`config.mk`:
```
export PLATFORM = sky130hd
export DESIGN_NAME = fetch_mem_arbiter_flat
export DESIGN_NICKNAME = d
export VERILOG_FILES = /design/src/rtl/fetch_mem_arbiter_pkg.sv /design/src/rtl/fetch_mem_arbiter_if.sv /design/src/rtl/fetch_mem_arbiter.sv /design/src/flat_wrapper.sv
export SDC_FILE = /design/constraint.sdc
export NUM_CORES = 1
export LEC_CHECK = 0
export ABC_AREA = 1
export BUFFER_PORTS_ARGS = -buffer_cell sky130_fd_sc_hd__buf_2
export CAP_MARGIN = 20
export CORE_MARGIN = 1.5
export CORE_UTILIZATION = 40
export DETAILED_ROUTE_END_ITERATION = 7
export PLACE_DENSITY_LB_ADDON = 0.25
export REMOVE_ABC_BUFFERS = 1
export SYNTH_ARGS = -nofsm -noshare
export SYNTH_HDL_FRONTEND = slang
export SYNTH_SLANG_ARGS = --single-unit
export TNS_END_PERCENT = 30
```
`constraint.sdc`:
```
create_clock -name clk -period 1.4 [get_ports clk]
set_input_delay 0.21 -clock clk [delete_from_list [all_inputs] [get_ports clk]]
set_output_delay 0.21 -clock clk [all_outputs]
set_load 0.05 [all_outputs]
```
`src/rtl/fetch_mem_arbiter_pkg.sv`:
```
// -----------------------------------------------------------------------------
// fetch_mem_arbiter_pkg
// Shared definitions for the fetch/data SRAM arbiter: FSM state encoding and
// default bus widths used by the arbiter and its SRAM interface.
// -----------------------------------------------------------------------------
package fetch_mem_arbiter_pkg;

  localparam int ADDR_W_DEF = 32;
  localparam int DATA_W_DEF = 32;

  typedef enum logic [1:0] {
    IDLE   = 2'd0,
    D_BUSY = 2'd1,
    I_BUSY = 2'd2,
    DONE   = 2'd3
  } arb_state_e;

endpackage

```
`src/rtl/fetch_mem_arbiter_if.sv`:
```
// -----------------------------------------------------------------------------
// fetch_mem_arbiter_if
// Request/acknowledge bus to the single-ported unified SRAM.
//   sram_req   : request, held high until sram_ack
//   sram_we    : write strobe, qualifies sram_req
//   sram_addr  : word address
//   sram_wdata : write data
//   sram_ack   : one-cycle completion pulse
//   sram_rdata : read data, valid with sram_ack
// Modports: master = arbiter side, slave = memory side.
// -----------------------------------------------------------------------------
interface fetch_mem_arbiter_if
  import fetch_mem_arbiter_pkg::*;
#(
  parameter int ADDR_W = ADDR_W_DEF,
  parameter int DATA_W = DATA_W_DEF
);

  logic              sram_req;
  logic              sram_we;
  logic [ADDR_W-1:0] sram_addr;
  logic [DATA_W-1:0] sram_wdata;
  logic              sram_ack;
  logic [DATA_W-1:0] sram_rdata;

  modport master (
    output sram_req, sram_we, sram_addr, sram_wdata,
    input  sram_ack, sram_rdata
  );

  modport slave (
    input  sram_req, sram_we, sram_addr, sram_wdata,
    output sram_ack, sram_rdata
  );

endinterface

```
`src/rtl/fetch_mem_arbiter.sv`:
```
// -----------------------------------------------------------------------------
// fetch_mem_arbiter
// Shares one single-ported SRAM between the IF stage (fetch every cycle) and
// the MEM-stage data port. Data accesses win whenever the FSM is idle; an
// in-flight fetch is never preempted.
//
// Ports:
//   clk, rst_n      : clock (rising edge), asynchronous active-low reset
//   if_addr_i       : fetch address (PC)
//   if_flush_i      : branch taken, discard in-flight fetch
//   if_instr_o      : fetched instruction (registered)
//   freeze_if_o     : PC must hold; low only in the cycle a fetch result lands
//   dm_rd_en_i      : load request
//   dm_wr_en_i      : store request (wins if both are high)
//   dm_addr_i       : data address
//   dm_wdata_i      : store data
//   dm_rdata_o      : load data (registered)
//   stall_mem_o     : pipeline must hold, data access pending
//   sram            : SRAM request/ack bus (master side)
//
// state  | meaning
// -------+--------------------------------------------------
// IDLE   | nothing outstanding; arbitration happens here
// D_BUSY | data access outstanding
// I_BUSY | fetch outstanding
// DONE   | one-cycle turnaround, completed result presented
// -----------------------------------------------------------------------------
module fetch_mem_arbiter
  import fetch_mem_arbiter_pkg::*;
#(
  parameter int ADDR_W = ADDR_W_DEF,
  parameter int DATA_W = DATA_W_DEF
) (
  input  logic              clk,
  input  logic              rst_n,

  input  logic [ADDR_W-1:0] if_addr_i,
  input  logic              if_flush_i,
  output logic [DATA_W-1:0] if_instr_o,
  output logic              freeze_if_o,

  input  logic              dm_rd_en_i,
  input  logic              dm_wr_en_i,
  input  logic [ADDR_W-1:0] dm_addr_i,
  input  logic [DATA_W-1:0] dm_wdata_i,
  output logic [DATA_W-1:0] dm_rdata_o,
  output logic              stall_mem_o,

  fetch_mem_arbiter_if.master sram
);

  arb_state_e        state_q;
  logic              req_q;
  logic              we_q;
  logic [ADDR_W-1:0] addr_q;
  logic [DATA_W-1:0] wdata_q;
  logic [DATA_W-1:0] instr_q;
  logic [DATA_W-1:0] rdata_q;
  logic              abort_q;
  logic              freeze_q;

  logic              dm_req;

  assign dm_req = dm_rd_en_i | dm_wr_en_i;

  always_ff @(posedge clk or negedge rst_n) begin
    if (!rst_n) begin
      state_q  <= IDLE;
      req_q    <= 1'b0;
      we_q     <= 1'b0;
      addr_q   <= '0;
      wdata_q  <= '0;
      instr_q  <= '0;
      rdata_q  <= '0;
      abort_q  <= 1'b0;
      freeze_q <= 1'b1;
    end else begin
      case (state_q)
        IDLE: begin
          // The MEM-stage instruction is older, so it always wins here.
          if (dm_req) begin
            state_q <= D_BUSY;
            req_q   <= 1'b1;
            we_q    <= dm_wr_en_i;
            addr_q  <= dm_addr_i;
            wdata_q <= dm_wdata_i;
          end else begin
            state_q <= I_BUSY;
            req_q   <= 1'b1;
            we_q    <= 1'b0;
            addr_q  <= if_addr_i;
            abort_q <= 1'b0;
          end
        end

        D_BUSY: begin
          if (sram.sram_ack) begin
            req_q   <= 1'b0;
            state_q <= DONE;
            if (!we_q) begin
              rdata_q <= sram.sram_rdata;
            end
          end
        end

        I_BUSY: begin
          if (if_flush_i) begin
            abort_q <= 1'b1;
          end
          if (sram.sram_ack) begin
            req_q <= 1'b0;
            // A flush in the ack cycle itself must also kill the result,
            // hence the direct if_flush_i term next to abort_q.
            if (!abort_q && !if_flush_i) begin
              instr_q  <= sram.sram_rdata;
              freeze_q <= 1'b0;
              state_q  <= DONE;
            end else begin
              state_q  <= IDLE;
            end
          end
        end

        DONE: begin
          freeze_q <= 1'b1;
          state_q  <= IDLE;
        end

        default: begin
          state_q <= IDLE;
        end
      endcase
    end
  end

  assign sram.sram_req   = req_q;
  assign sram.sram_we    = we_q;
  assign sram.sram_addr  = addr_q;
  assign sram.sram_wdata = wdata_q;

  assign if_instr_o  = instr_q;
  assign dm_rdata_o  = rdata_q;
  assign freeze_if_o = freeze_q;

  // Stall already in the IDLE cycle where a data request shows up, so the
  // MEM stage holds before the access is even issued; DONE releases it.
  assign stall_mem_o = (state_q == D_BUSY) || ((state_q == IDLE) && dm_req);

endmodule

```
`src/flat_wrapper.sv`:
```
// flat-port wrapper written by rule: the top's interface ports become plain ports
module fetch_mem_arbiter_flat import fetch_mem_arbiter_pkg::*;
#(
  parameter int ADDR_W = ADDR_W_DEF,
  parameter int DATA_W = DATA_W_DEF
)
  (clk, rst_n, if_addr_i, if_flush_i, if_instr_o, freeze_if_o, dm_rd_en_i, dm_wr_en_i, dm_addr_i, dm_wdata_i, dm_rdata_o, stall_mem_o, sram_sram_req, sram_sram_we, sram_sram_addr, sram_sram_wdata, sram_sram_ack, sram_sram_rdata);
  fetch_mem_arbiter_if #(.ADDR_W(ADDR_W), .DATA_W(DATA_W)) sram_i ();
  input  logic clk;
  input  logic rst_n;
  input  logic [ADDR_W-1:0] if_addr_i;
  input  logic if_flush_i;
  output logic [DATA_W-1:0] if_instr_o;
  output logic freeze_if_o;
  input  logic dm_rd_en_i;
  input  logic dm_wr_en_i;
  input  logic [ADDR_W-1:0] dm_addr_i;
  input  logic [DATA_W-1:0] dm_wdata_i;
  output logic [DATA_W-1:0] dm_rdata_o;
  output logic stall_mem_o;
  output wire logic [$bits(sram_i.sram_req)-1:0] sram_sram_req;
  output wire logic [$bits(sram_i.sram_we)-1:0] sram_sram_we;
  output wire logic [$bits(sram_i.sram_addr)-1:0] sram_sram_addr;
  output wire logic [$bits(sram_i.sram_wdata)-1:0] sram_sram_wdata;
  input wire logic [$bits(sram_i.sram_ack)-1:0] sram_sram_ack;
  input wire logic [$bits(sram_i.sram_rdata)-1:0] sram_sram_rdata;
  assign sram_sram_req = sram_i.sram_req;
  assign sram_sram_we = sram_i.sram_we;
  assign sram_sram_addr = sram_i.sram_addr;
  assign sram_sram_wdata = sram_i.sram_wdata;
  assign sram_i.sram_ack = sram_sram_ack;
  assign sram_i.sram_rdata = sram_sram_rdata;
  fetch_mem_arbiter #(.ADDR_W(ADDR_W), .DATA_W(DATA_W)) u_core (.clk(clk), .rst_n(rst_n), .if_addr_i(if_addr_i), .if_flush_i(if_flush_i), .if_instr_o(if_instr_o), .freeze_if_o(freeze_if_o), .dm_rd_en_i(dm_rd_en_i), .dm_wr_en_i(dm_wr_en_i), .dm_addr_i(dm_addr_i), .dm_wdata_i(dm_wdata_i), .dm_rdata_o(dm_rdata_o), .stall_mem_o(stall_mem_o), .sram(sram_i));
endmodule
```
==> results of run 1 <==
## power groups by stage
stage                     Clock (mW)  Sequential (mW)  Combinational [mW]
after global routing            4.43             6.92                13.7
after detailed placement           0             6.68                12.5
final                           4.14             6.71                12.9
after floorplan                    0             13.0                2.66
after CTS                       4.21             6.69                12.8
after global placement             0             6.67                12.4
## worst reg2reg max path: cells and delay by family (launching register included)
family / cells / cell delay, ns
buffers and inverters: 2 / 0.33
adders and majority gates: 1 / 0.23
DFF: 1 / 0.39
and+or+nand+nor: 2 / 0.22
AOI/OAI and AO/OA: 1 / 0.07
## routing by layer
| layer | track usage, % | vias up |
|---|---|---|
| met4 | 9.23 | 0 |
| met2 | 33.9 | 233 |
| met3 | 5.99 | 31 |
| met5 | 0 | - |
| li1 | - | 2540 |
| met1 | 27.4 | 2399 |
## sequential cells by signal (all words and copies together) (netlist names)
signal / flops
u_core.sram.sram_req: 1
u_core.abort_q: 1
u_core.if_instr_o: 32
u_core.freeze_if_o: 1
u_core.state_q: 2
u_core.sram.sram_we: 1
u_core.dm_rdata_o: 32
u_core.sram.sram_wdata: 32
u_core.sram.sram_addr: 32
## layout make-up
class / count / share of cell area, %
clock buffers: 23 / 5.69
clock inverters: 9 / 0.908
inverters: 42 / 1.94
well taps: 176 / 2.62
multi-input cells: 390 / 20.7
repair buffers: 354 / 28.3
flip-flops and latches: 134 / 39.9
## how the worst max path moves through the flow
stage / to / slack, ns / depth (start not counted)
floorplan: stall_mem_o / -0.83 / 5
global placement: u_core.sram.sram_addr[16]$_DFFE_PN0N_ / -0.002 / 8
detailed placement: u_core.sram.sram_addr[5]$_DFFE_PN0N_ / -0.07 / 8
CTS: stall_mem_o / -0.31 / 6
global route: stall_mem_o / -0.34 / 6
finish: stall_mem_o / -0.29 / 6
## cell families after synthesis
family / synth area share [%]
AND/OR/NAND/NOR: 23.1
buffers and inverters: 6.95
adder cells (fa/ha/maj): 1.39
flip-flops: 61.9
AO/OA/AOI/OAI: 6.67
## Yosys cell counts
master / count / area share (%)
or2_1: 1 / 0.12
nand2_1: 268 / 19
clkbuf_1: 11 / 0.76
buf_2: 4 / 0.37
ha_1: 6 / 1.4
nand3_2: 1 / 0.18
o21ai_0: 45 / 4.2
o2bb2ai_1: 1 / 0.16
nor2_2: 1 / 0.12
dfstp_2: 1 / 0.48
dfrtp_1: 133 / 61
nand2_2: 1 / 0.12
buf_6: 14 / 2.9
a21oi_1: 1 / 0.092
nor2_1: 6 / 0.42
o21bai_1: 1 / 0.14
nand3_4: 1 / 0.32
nand3_1: 33 / 3.0
nand2_4: 1 / 0.21
o21ai_1: 23 / 2.1
inv_2: 3 / 0.21
inv_1: 39 / 2.7
## stage by stage
stage | area, um2 | setup TNS [ns]
3_3_place_gp | 7080 | -0.00521
6_report | 8400 | -0.285
2_1_floorplan | 5200 | -39.23
3_5_place_dp | 7080 | -1.41
5_1_grt | 8400 | -0.677
4_1_cts | 8260 | -0.310
## timing repair
item,CTS,global route
cloned,0,5
resized for setup,10,14
hold endpoints to repair,136,0
hold buffers,59,0
endpoints found under the setup margin,35,62
==> flow_summary.toml, run 1 <==
[worst_setup_path]
criticalPathCategory = "reg2out"
cp.required_ns = 1.19
start_kind = "flip-flop"
crit_path_cell_trace = "inv_2 -> ha_4 -> nand2_4 -> inv_2 -> or2_1 -> buf_6"
cp_common_cell = "inv_2"
rr_worst_depth = 6
crit_path_top_delay_cell = "dfrtp_1"
cp.buffers_inverters = 3
setup.worst_path.end_class = "primary output"
reg2reg_to = "u_core.if_instr_o[11]$_DFFE_PN0P_"
reg2reg_from = "u_core.state_q[0]$_DFFE_PN0P_"
cp_slowest_stage_delay_ns = 0.37
reg2reg_slack_ns = 0.04
critPathTopFamily = "flip-flops"
startpoint = "u_core.state_q[0]$_DFFE_PN0P_"
path_max_fanout = 3
worstPathArrival_ns = 1.48

[finish]
layout_commonest_cell = "nand2_1"
fillerInstances = 1081
fin_nets = 1079
finalNonFillerCells = 1128
seqCellArea_um2 = 3350
layout-drive-gt1-share_pct = 35.6
final_cell_mix = "268 x nand2_1, 262 x buf_2, 133 x dfrtp_1"
multi_input_area_um2 = 1740
final_core_util_pct = 63.5
area_growth_pct = 55.1
num_antenna_cells = 0

[run_status]
failed_checks = "setup timing"
status = "finished, violations left"

[sta]
rsz0062_at_grt = "true"
relSlewSlack_pct = 79.3
finalWorstSetupSlack_ns = -0.285
hold_viol = 0
fin_crit_sh_pct = 120
finalClockSkew_ns = 0.00994
drv_slew = 0
hold_slack_ns = 0.0115
worstMarginPinSlew_ns = 0.311
fmax_mhz = 593
finalCriticalPeriod_ns = 1.69
setup_viol_count_final = 1

[pwr]
seqPwrFrac_pct = 28.2
vdd_drop_max_mv = 1.46
p_sw_mw = 12.2
p_int_mw = 11.6
power_frac_comb_pct = 54.3
p_leak_nw = 4.67
pwr-share-clk_pct = 17.4
switching_share_pct = 51.3
power.density_nw_per_um2 = 2830
totalPowerFinal_mw = 23.8

[job]
cap_violations = 0

[logic_synthesis]
ys_seq_area_share_pct = 61.9
netlist_instances = 595
synth_seq_cells = 134
yosys_warnings = 0
ys_types = 22
avgSynthCellArea_um2 = 9.11
syn_area_um2 = 5420

[floorplan]
dieWidth_um = 119
io_pins = 266
fp-row-count = 42
dieHeight_um = 119
die-area_um2 = 14300
initial_core_util_pct = 40.9
core_um2 = 13200

[clocking]
clockBufferDepth = 2
insertion_delay_ns = 0.42
cts.sinks = 134
clockRootBuffer = "clkbuf_16"
cts_tree = "built"
cts_max_level = 4
cts_setup_buffers = 0
clk_pin_slew_ns = 0.06
cts_made_buffers = 17

[route]
num_vias = 5203
m1WireLength_mm = 6.62
wl_met2_mm = 7.60
drc = 0
highest_layer = "met4"
first_pass_iters = 5
wire_per_inst_um = 14.0
totalWireLength_mm = 15.7
routed_via_density = 4.61
drt_iter0_drc = 248
ant_nets = 0
dr_wl_met3_mm = 1.12

[place]
dp_slack_ns = -0.0669
dp_hpwl_mm = 9.87
place_congestion = 0.812
portBuffers = 265
dp_cells = 1032

[grt]
grt_max_degree = 55
overflow = 0
grt_util_all_layers_pct = 21.3
grt_pass1_wl_mm = 23.9
grt_antenna_before_repair = 0
first_global_vias = 4928

[min_path]
min_to = "u_core.sram.sram_addr[17]$_DFFE_PN0N_"
min-delay-start = "if_addr_i[17]"
worstHoldPathType = "in2reg"
min_path_cells = 3
(Power assumes the default switching activity.)
==> run 2, diff against run 1 <==
PLACE_DENSITY = 0.79   (was default)
PLACE_DENSITY_LB_ADDON = default   (was 0.25)
==> flow_summary.toml, run 2 (synthesis gave the netlist of run 1 again) <==
[pwr]
pwr-share-clk_pct = 18.6
p_sw_mw = 13.0
power.density_nw_per_um2 = 2820
switching_share_pct = 51.0
power_frac_comb_pct = 54.2
totalPowerFinal_mw = 25.4
seqPwrFrac_pct = 27.2
vdd_drop_max_mv = 1.64
p_leak_nw = 4.91
p_int_mw = 12.5

[grt]
overflow = 0
grt_antenna_before_repair = 1
first_global_vias = 5640
grt_pass1_wl_mm = 27.6
grt_util_all_layers_pct = 25.0
grt_max_degree = 65

[worst_setup_path]
cp_slowest_stage_delay_ns = 0.38
crit_path_cell_trace = "inv_2 -> ha_4 -> nand2_4 -> inv_4 -> or2_4 -> buf_8"
path_max_fanout = 2
criticalPathCategory = "reg2out"
crit_path_top_delay_cell = "dfrtp_1"
cp.required_ns = 1.19
worstPathArrival_ns = 1.52
critPathTopFamily = "flip-flops"
start_kind = "flip-flop"
setup.worst_path.end_class = "primary output"
cp.buffers_inverters = 3

[floorplan]
io_pins = 266
dieWidth_um = 119
initial_core_util_pct = 40.9
dieHeight_um = 119
core_um2 = 13200
die-area_um2 = 14300
fp-row-count = 42

[sta]
relSlewSlack_pct = 75.4
fmax_mhz = 578
fin_crit_sh_pct = 124
finalClockSkew_ns = 0.00894
hold_viol = 0
drv_slew = 0
finalWorstSetupSlack_ns = -0.331
finalCriticalPeriod_ns = 1.73
worstMarginPinSlew_ns = 0.368
rsz0062_at_grt = "true"
setup_viol_count_final = 34

[place]
portBuffers = 265
dp_cells = 1031
place_congestion = 0.818
dp_hpwl_mm = 10.5

[finish]
final_cell_mix = "262 x buf_2, 238 x nand2_1, 133 x dfrtp_1"
layout-drive-gt1-share_pct = 42.3
finalNonFillerCells = 1150
area_growth_pct = 66.6
fillerInstances = 947
layout_commonest_cell = "buf_2"
fin_nets = 1100

[run_status]
failed_checks = "setup timing"
status = "finished, violations left"

[route]
wire_per_inst_um = 16.2
num_vias = 5596
routed_via_density = 4.87
drc = 0
drt_iter0_drc = 331
ant_nets = 0
totalWireLength_mm = 18.7
first_pass_iters = 5

[clocking]
clockRootBuffer = "clkbuf_16"
insertion_delay_ns = 0.42
clk_pin_slew_ns = 0.06
cts_made_buffers = 17
cts_max_level = 4
cts.sinks = 134
clockBufferDepth = 2
cts_tree = "built"

[min_path]
worstHoldPathType = "in2reg"

[job]
cap_violations = 0
[run 2: layout make-up]
class	count	area, um2	share of cell area [%]
Tap cell	176	220	2.44
Inverter	42	160	1.77
Multi-Input combinational cell	391	2010	22.3
Clock inverter	10	141	1.57
Sequential cell	134	3350	37.2
Timing Repair Buffer	374	2640	29.2
Clock buffer	22	494	5.47
Antenna cell	1	2.50	0.0277
[run 2: tightest hold or removal path, delay by kind of cell]
kind                   cells  cell delay [ns]
buffers and inverters      1             0.08
and+or+nand+nor            2             0.09
[run 2: timing repair]
action	CTS	global route
cloned	5	4
gates resized for setup	34	100
endpoints found under the hold margin	90	0
buffers inserted	9	3
setup endpoints to repair	109	109
hold buffers	67	0
pin swaps	5	1
[run 2: final timing paths]
kind                                                         endpoint  cells past startpoint                                   from  slack (ns)
worst min-delay path            u_core.sram.sram_addr[19]$_DFFE_PN0N_                      3                          dm_addr_i[19]       0.008
worst max register to register      u_core.if_instr_o[16]$_DFFE_PN0P_                      8          u_core.state_q[0]$_DFFE_PN0P_       -0.06
worst min register to register  u_core.sram.sram_wdata[3]$_DFFE_PN0P_                      2  u_core.sram.sram_wdata[3]$_DFFE_PN0P_        0.47
max in group asynchronous              u_core.freeze_if_o$_DFFE_PN1P_                      3                                  rst_n        0.57
min in group asynchronous       u_core.sram.sram_addr[16]$_DFFE_PN0N_                      2                                  rst_n        0.26
worst max-delay path                                      stall_mem_o                      6          u_core.state_q[0]$_DFFE_PN0P_       -0.33
[run 2: power groups by stage]
stage / Combinational [mW] / Clock [mW] / Sequential (mW)
2_1_floorplan: 2.66 / 0 / 13.0
3_3_place_gp: 12.3 / 0 / 6.66
3_5_place_dp: 12.5 / 0 / 6.68
4_1_cts: 13.1 / 4.80 / 6.71
5_1_grt: 14.5 / 4.99 / 7.13
6_report: 13.8 / 4.74 / 6.93
[run 2: routing by layer]
layer | up-vias | wire (um) | track usage, %
li1 | 2595 | - | -
met1 | 2662 | 7130 | 29.0
met2 | 283 | 9430 | 42.6
met3 | 56 | 1370 | 6.13
met4 | 0 | 728 | 13.7
met5 | - | 0 | 0
[run 2: stage by stage]
step	instance area [um2]	setup slack, ns	TNS [ns]	hold WS, ns	util [%]
2_1_floorplan	5200	-0.827	-39.23	-0.0856	-
3_3_place_gp	7050	-0.0338	-0.0338	0.130	53.2
3_5_place_dp	7050	-0.0866	-2.80	0.131	53.2
4_1_cts	8650	-0.339	-1.64	0.0000566	65.4
5_1_grt	9030	-0.378	-4.49	0.00359	68.2
6_report	9030	-0.331	-1.37	0.00833	68.2
